==> config.mk <==
export PLATFORM = sky130hd
export DESIGN_NAME = ahb_lite_des_master
export DESIGN_NICKNAME = d
export VERILOG_FILES = /design/src/rtl/ahb_lite_des_master.sv
export SDC_FILE = /design/constraint.sdc
export NUM_CORES = 1
export LEC_CHECK = 0
export CORE_ASPECT_RATIO = 1.25
export CORE_MARGIN = 2
export CORE_UTILIZATION = 44
export CTS_BUF_LIST = sky130_fd_sc_hd__clkbuf_8 sky130_fd_sc_hd__clkbuf_16
export DETAILED_ROUTE_END_ITERATION = 7
export PLACE_DENSITY = 0.72
export RECOVER_POWER = 50
export SYNTH_ARGS = -nofsm -noshare
export SYNTH_HDL_FRONTEND = slang
export SYNTH_SLANG_ARGS = --single-unit
==> constraint.sdc <==
create_clock -name HCLK -period 3.09 [get_ports HCLK]
set_input_delay 0.618 -clock HCLK [delete_from_list [all_inputs] [get_ports HCLK]]
set_output_delay 0.618 -clock HCLK [all_outputs]
set_load 0.02 [all_outputs]
==> src/rtl/ahb_lite_des_master.sv <==
`default_nettype none
// +----------------------------------------------------------------------------+
// | Module  : ahb_lite_des_master                                              |
// | Desc    : AHB-Lite initiator running one Triple DES job on the DES slave.  |
// |           Optional macro ERR_ABORT_EN aborts the job on HRESP error.       |
// | Rev     : 1.0  initial release                                             |
// +----------------------------------------------------------------------------+
module ahb_lite_des_master #(
   parameter logic [31:0] BASE_ADDR   = 32'hAAAAAAA0,
   parameter int          RESULT_WAIT = 16
) (
   input  logic        HCLK,
   input  logic        HRESET,
   input  logic        req_valid,
   output logic        req_ready,
   input  logic        req_type,
   input  logic [63:0] req_key1,
   input  logic [63:0] req_key2,
   input  logic [63:0] req_key3,
   input  logic [63:0] req_data,
   output logic        res_valid,
   input  logic        res_ready,
   output logic [63:0] res_data,
   output logic        res_err,
   input  logic        HREADY,
   input  logic        HRESP,
   input  logic [63:0] HRDATA,
   output logic [31:0] HADDR,
   output logic        HWRITE,
   output logic [1:0]  HTRANS,
   output logic [2:0]  HBURST,
   output logic [2:0]  HSIZE,
   output logic [3:0]  HPROT,
   output logic        HMASTLOCK,
   output logic        HSEL,
   output logic [63:0] HWDATA
);

   localparam logic [2:0] c_ST_IDLE     = 3'd0;
   localparam logic [2:0] c_ST_WRITE    = 3'd1;
   localparam logic [2:0] c_ST_LASTDATA = 3'd2;
   localparam logic [2:0] c_ST_WAIT     = 3'd3;
   localparam logic [2:0] c_ST_RD_ADDR  = 3'd4;
   localparam logic [2:0] c_ST_RD_DATA  = 3'd5;
   localparam logic [2:0] c_ST_RD_CAP   = 3'd6;
   localparam logic [2:0] c_ST_RESULT   = 3'd7;

   localparam logic [1:0] c_TRANS_IDLE   = 2'b00;
   localparam logic [1:0] c_TRANS_NONSEQ = 2'b10;
   localparam logic [7:0] c_WAIT_INIT    = 8'(RESULT_WAIT - 1);

   logic [2:0]  r_state;
   logic [2:0]  r_idx;
   logic [7:0]  r_cnt;
   logic        r_type;
   logic [63:0] r_key1;
   logic [63:0] r_key2;
   logic [63:0] r_key3;
   logic [63:0] r_data;
   logic [31:0] r_haddr;
   logic        r_hwrite;
   logic [1:0]  r_htrans;
   logic [63:0] r_hwdata;
   logic        r_res_valid;
   logic [63:0] r_res_data;
   logic        r_res_err;
   logic [63:0] w_word;
   logic        w_err;

`ifdef ERR_ABORT_EN
   assign w_err = HRESP && (r_state != c_ST_IDLE) && (r_state != c_ST_RESULT);
`else
   logic w_unused_hresp;
   assign w_unused_hresp = HRESP;
   assign w_err          = 1'b0;
`endif

   // Write data for the address phase that is completing at the current index.
   always_comb begin
      w_word = r_data;
      case (r_idx)
         3'd0:    w_word = {63'd0, r_type};
         3'd1:    w_word = r_key1;
         3'd2:    w_word = r_key2;
         3'd3:    w_word = r_key3;
         default: w_word = r_data;
      endcase
   end

   always_ff @(posedge HCLK or negedge HRESET) begin
      if (!HRESET) begin
         r_state     <= c_ST_IDLE;
         r_idx       <= 3'd0;
         r_cnt       <= 8'd0;
         r_type      <= 1'b0;
         r_key1      <= 64'd0;
         r_key2      <= 64'd0;
         r_key3      <= 64'd0;
         r_data      <= 64'd0;
         r_haddr     <= 32'd0;
         r_hwrite    <= 1'b0;
         r_htrans    <= c_TRANS_IDLE;
         r_hwdata    <= 64'd0;
         r_res_valid <= 1'b0;
         r_res_data  <= 64'd0;
         r_res_err   <= 1'b0;
      end else if (w_err) begin
         r_state     <= c_ST_RESULT;
         r_haddr     <= 32'd0;
         r_hwrite    <= 1'b0;
         r_htrans    <= c_TRANS_IDLE;
         r_res_valid <= 1'b1;
         r_res_err   <= 1'b1;
         r_res_data  <= 64'd0;
      end else begin
         case (r_state)
            c_ST_IDLE: begin
               if (req_valid) begin
                  r_type   <= req_type;
                  r_key1   <= req_key1;
                  r_key2   <= req_key2;
                  r_key3   <= req_key3;
                  r_data   <= req_data;
                  r_idx    <= 3'd0;
                  r_haddr  <= BASE_ADDR;
                  r_hwrite <= 1'b1;
                  r_htrans <= c_TRANS_NONSEQ;
                  r_state  <= c_ST_WRITE;
               end
            end
            c_ST_WRITE: begin
               if (HREADY) begin
                  r_hwdata <= w_word;
                  if (r_idx == 3'd4) begin
                     r_haddr  <= 32'd0;
                     r_hwrite <= 1'b0;
                     r_htrans <= c_TRANS_IDLE;
                     r_state  <= c_ST_LASTDATA;
                  end else begin
                     r_idx   <= r_idx + 3'd1;
                     r_haddr <= BASE_ADDR + {29'd0, r_idx} + 32'd1;
                  end
               end
            end
            c_ST_LASTDATA: begin
               if (HREADY) begin
                  r_cnt   <= c_WAIT_INIT;
                  r_state <= c_ST_WAIT;
               end
            end
            // Cipher latency is counted in raw cycles, independent of HREADY.
            c_ST_WAIT: begin
               if (r_cnt == 8'd0) begin
                  r_haddr  <= BASE_ADDR + 32'd5;
                  r_hwrite <= 1'b0;
                  r_htrans <= c_TRANS_NONSEQ;
                  r_state  <= c_ST_RD_ADDR;
               end else begin
                  r_cnt <= r_cnt - 8'd1;
               end
            end
            c_ST_RD_ADDR: begin
               if (HREADY) begin
                  r_haddr  <= 32'd0;
                  r_htrans <= c_TRANS_IDLE;
                  r_state  <= c_ST_RD_DATA;
               end
            end
            c_ST_RD_DATA: begin
               if (HREADY) r_state <= c_ST_RD_CAP;
            end
            // The slave registers its read data one cycle after the data phase.
            c_ST_RD_CAP: begin
               r_res_data  <= HRDATA;
               r_res_valid <= 1'b1;
               r_state     <= c_ST_RESULT;
            end
            c_ST_RESULT: begin
               if (res_ready) begin
                  r_res_valid <= 1'b0;
                  r_res_err   <= 1'b0;
                  r_state     <= c_ST_IDLE;
               end
            end
            default: r_state <= c_ST_IDLE;
         endcase
      end
   end

   assign req_ready = (r_state == c_ST_IDLE);
   assign res_valid = r_res_valid;
   assign res_data  = r_res_data;
   assign res_err   = r_res_err;
   assign HADDR     = r_haddr;
   assign HWRITE    = r_hwrite;
   assign HTRANS    = r_htrans;
   assign HWDATA    = r_hwdata;
   // The slave errors whenever HSEL=0 with HREADY=1, so HSEL stays high.
   assign HSEL      = 1'b1;
   assign HBURST    = 3'b000;
   assign HSIZE     = 3'b011;
   assign HPROT     = 4'h3;
   assign HMASTLOCK = 1'b0;

endmodule
`default_nettype wire
Yosys cells after proc, flatten, opt, wreduce, memory -nomap -nowiden
Cells that the tools add are included.

storage, ports and cells
  flip-flop bits (word level) = 435
  output and inout bits = 178
  logic and storage cells = 92

cells by class
  add/subtract/negate cells = 4
  equal/unequal tests = 21
  muxes and demuxes = 36
  reductions and logical operators = 17

operators with widths
  operator                                              count
  one-hot mux 64 bit (4 select lines)                   1
  two-way mux 32 bit                                    5
  one-hot mux 32 bit (4 select lines)                   1
  two-way mux 3 bit                                     11
  adder 32 x 1 -> 32 bit (second input constant)        1
  adder 32 x 3 -> 32 bit (first input constant)         1
  one-hot mux 3 bit (8 select lines)                    1
  inequality test 2 bit (second input constant)         10
  two-way mux 8 bit                                     2
  one-hot mux 8 bit (2 select lines)                    1
  equality test 3 bit (second input constant)           5
  equality test 3 x 2 -> 1 bit (second input constant)  4
  two-way mux 2 bit                                     5
  AND reduction 5 bit                                   2
  logical NOT 8 bit                                     1
  one-hot mux 2 bit (4 select lines)                    1
  AND reduction 8 bit                                   1
  subtractor 8 x 1 -> 8 bit (second input constant)     1
  equality test 3 x 1 -> 1 bit (second input constant)  2
  logical NOT 3 bit                                     2
  one-hot mux 3 bit (2 select lines)                    1
  AND reduction 2 bit                                   3
  AND reduction 6 bit                                   1
  nonzero test 2 bit                                    3
  other kinds (8)                                       12

Logic depth before layout (Yosys ltp)
  depth after elaboration = 5
  gate-level depth with buffers = 8
  depth with buffers taken out = 6

Worst setup path before layout
Ideal clock, no wire load.

  path type = register to register
  from = reg r_state[0]
  to = reg r_key2[10]
  library setup time = 0.125 ns
  data arrival time = 1.877 ns
  setup slack = 1.088 ns
  stages on the path, launching flop included = 8
  buffers on the path = 2
  clock period less this slack = 2.002 ns
  cell sequence = dfrtp_1 inv_1 ha_1 and2b_1 nand2_1 buf_2 buf_2 mux2_2

between the ends
  word-level cells in the longest chain between the ends = 2

ends and longest elaborated chain
  item                           line  RTL
  start: declaration             52    logic [2:0] r_state;
  start signal: assignment       92    r_state <= c_ST_IDLE;
  start signal: assignment       108   r_state <= c_ST_RESULT;
  start signal: assignment       128   r_state <= c_ST_WRITE;
  logical NOT 3 bit              n/a
  net req_ready                  15    output logic req_ready,
  AND reduction 2 bit (no line)  n/a
  end signal: assignment         121   r_key2 <= req_key2;
  end: declaration               57    logic [63:0] r_key2;

The timed path passes the listed nets, and every way through them passes these cells.
A chain may end at the register's enable or synchronous reset.

Worst setup path after layout
  from = reg r_state[0]
  to = reg r_key3[33]

between the ends
  word-level cells in the longest chain between the ends = 2

ends and longest elaborated chain
  item                           line  RTL
  logical NOT 3 bit              116   case (r_state)
  AND reduction 2 bit (no line)  n/a
  end signal: assignment         122   r_key3 <= req_key3;
  end: declaration               58    logic [63:0] r_key3;

No other way between the ends.

==> impl_metrics.toml <==
[global_routing]
gr-total-overflow = 0
grt_first_pass_wirelength_um = 74000
grtUsageTotal_pct = 23.6
pin_count_of_the_biggest_net_entering_global_routing = 90
vias_in_the_first_global_route = 12780
grt_antenna_before_repair = 14

[clock_tree]
cts.reportedPaths.clkPinSlew_ps = 60
cts-hold-fix-buffers = 0
numClockSinks = 407
tritoncts_clock_tree = "built"
root_buffer_cell = "clkbuf_16"
clock_latency_late_sink_ps = 540
cts-root-to-sink-buffers = 3
post_cts.resized_instances = 0
postCtsSetupBuffers = 0
total_cts_buffers = 42
clock_h_tree_levels = 2

[final_layout]
num-nets-final = 2038
postLayoutCellArea_mm2 = 0.0236
post_route_cells_drive_above_1_share_pct = 25.2
fillers = 2968
multiInputGateArea_mm2 = 0.00631
regArea_mm2 = 0.0102
layout-area-overhead-vs-synth_pct = 38.1

[detailed_routing]
wl_per_cell_um = 21.8
drc = 0
drt_iter0_markers = 823
drt-total-wl_um = 48800
num_vias = 12102
drtPass1Iterations = 6
antenna_left = 0
detail_route.vias_per_cell = 5.41

[synth]
syn-instance-count = 1239
synth_top_cells_by_count = "dfrtp_1, mux2_2, nand2_1, o21ai_0, a222oi_1"
syn-cell-area_mm2 = 0.0171
synth-edff-count = 0
synth_warnings = 0
synth-async-reset-ratio_pct = 100
synthesis.area_per_instance_um2 = 13.8
synthFlopType = "dfrtp_1"
synth_area_leaders = "dfrtp_1, mux2_2, a222oi_1"
synth_area_leader_cell = "dfrtp_1"
post-synth-top-count-cell = "dfrtp_1"
synth.yosys.seq_area_share_pct = 59.6
synthDominantCellAreaShare_pct = 59.6
netlist-cell-type-count = 49
ys_ff_latch = 407

[critical_path]
timing.setup.critical_path_class = "reg -> reg"
crit_path_start = "r_state[0]$_DFFE_PN0P_"
critPathRequiredTime_ps = 3510
worst-endpoint-arrival_ps = 3320
critPathMaxFanout = 30
cpPeakStageDelay_ps = 770
r2r-end = "r_key3[33]$_DFFE_PN0P_"
reg2regPathDepth = 7
worstReg2RegStart = "r_state[0]$_DFFE_PN0P_"
reg2reg_setup_slack_ps = 180
critical_path.startpoint_type = "flip-flop"
endpoint_kind = "flip-flop"
cp_delay_by_family_top = "buffers and inverters"
cp_cell_sequence = "inv_1 -> ha_1 -> and2b_1 -> nand2_1 -> clkbuf_2 -> buf_4 -> mux2_2"
worstPathBufferInverterCount = 3
cpMaxStageDelayCell = "clkbuf_2"

[power]
power-per-cell-area_mw_per_mm2 = 900
total_leakage_power_nw = 10.0
worst_ir_drop_vdd_mv = 0.580

[outcome]
outcome = "finished, violations left"
violations = "capacitance limit, slew limit"

[floorplanning]
floorplan.die_area_mm2 = 0.0405
coreArea_mm2 = 0.0382
floorplan.initialDensity_pct = 44.7
io_pins = 505
die_width_um = 180
std_cell_rows = 80
die_h_um = 224

[timing]
finish_stage_setup_viols = 0
timing.final.crit_share_pct = 94.1
finClkSkew_ps = 8.81
grt_setup_unrepaired = "no"
totalNegativeSetupSlack_ps = 0
worst-slew-pin-transition_ps = 1550
slew_headroom_pct = -3.48
slew_violations = 58
achievable-frequency_mhz = 344
finalWorstPathRequiredPeriod_ps = 2910
report.final.hold_viol_count = 0

[place]
buffer_ports.inserted = 475
placed_area_mm2 = 0.0224
detailedPlacementHpwl_um = 34400
gp_congestion = 0.839

[min_path]
hp-class = "in -> async"

[job]
max_cap_viol = 1
-- cell usage in the layout, fill, tap and decap left out, types with 5 or more instances in the layout --
cell type,netlist,layout
nand2b_1,6,6
mux2_2,329,329
buf_12,0,7
o21ai_0,67,67
inv_1,12,25
clkbuf_16,0,43
conb_1,2,28
buf_4,41,17
a222oi_1,64,64
ha_1,11,10
clkbuf_8,0,9
clkinv_2,0,5
nor2_1,11,11
a21oi_1,10,10
mux2i_1,5,5
clkbuf_2,1,6
diode_2,0,14
dfrtp_1,407,407
dlygate4sd3_1,0,42
nand2_1,76,74
clkdlybuf4s50_1,0,432
a21boi_0,63,63
-- layout make-up --
cell class,count,share of cell area [%]
antenna,14,0.148
clock buffer,52,5.08
multi-input combinational,727,26.7
inverter,12,0.191
timing repair buffer,510,21.5
clock inverter,24,0.620
tap,492,2.61
sequential,407,43.1
-- through the flow --
step / cells / setup WS, ps / power [mW] / hold WS [ps] / utilization, %
2_1_floorplan: 1265 / 1090 / 13.4 / 322 / -
3_3_place_gp: 2148 / 650 / 16.2 / 460 / 58.5
3_5_place_dp: 2148 / 607 / 16.5 / 470 / 58.5
4_1_cts: 2224 / 146 / 21.5 / 25.7 / 62.0
5_1_grt: 2238 / 49.9 / 22.4 / 503 / 61.8
6_report: 2238 / 184 / 21.3 / 456 / 61.8
-- how the worst max path moves through the flow --
| stage | endpoint | depth (start not counted) |
|---|---|---|
| 4_1_cts | req_ready | 4 |
| 5_1_grt | r_key3[33]$_DFFE_PN0P_ | 7 |
| 6_report | r_key3[33]$_DFFE_PN0P_ | 7 |
| 3_3_place_gp | r_cnt[3]$_DFFE_PN0P_ | 5 |
| 3_5_place_dp | HADDR[0]$_DFFE_PN0P_ | 5 |
| 2_1_floorplan | r_key2[10]$_DFFE_PN0P_ | 7 |
-- flip-flops by register name, summed over array words and instances, names as in the netlist, 3 cells and up --
register / flops
HADDR: 5
HWDATA: 64
r_cnt: 8
r_data: 64
r_idx: 3
r_key1: 64
r_key2: 64
r_key3: 64
r_state: 3
res_data: 64
-- routing by layer --
layer  vias to the layer above  global-route usage, %  routed length, µm
met5                         -                      0                  0
met3                       128                   6.72               3840
met4                         0                   12.7               2480
met1                      6071                   27.1              17900
met2                       505                   40.1              24500
li1                       5398                      -                  -
-- worst register-to-register path: cells and delay by family, from the launching register on --
kind / cells / cell delay, ps
buf+inv: 3 / 1260
simple gates: 2 / 470
flops: 1 / 410
mux: 1 / 370
fa+ha+maj: 1 / 290
-- logic make-up after synthesis --
group	share of synthesized area [%]
AOI/OAI and AO/OA	10.2
adders and majority gates	0.805
buffers and inverters	4.09
DFF	59.6
muxes	22.0
other	0.0439
and+or+nand+nor	3.37
-- power breakdown --
| group | switching (mW) | internal, mW | total [mW] |
|---|---|---|---|
| registers | 1.24 | 7.62 | 8.86 |
| clock network | 2.08 | 2.83 | 4.91 |
| logic | 3.55 | 3.94 | 7.49 |
Power figures use the tool's default switching activity.
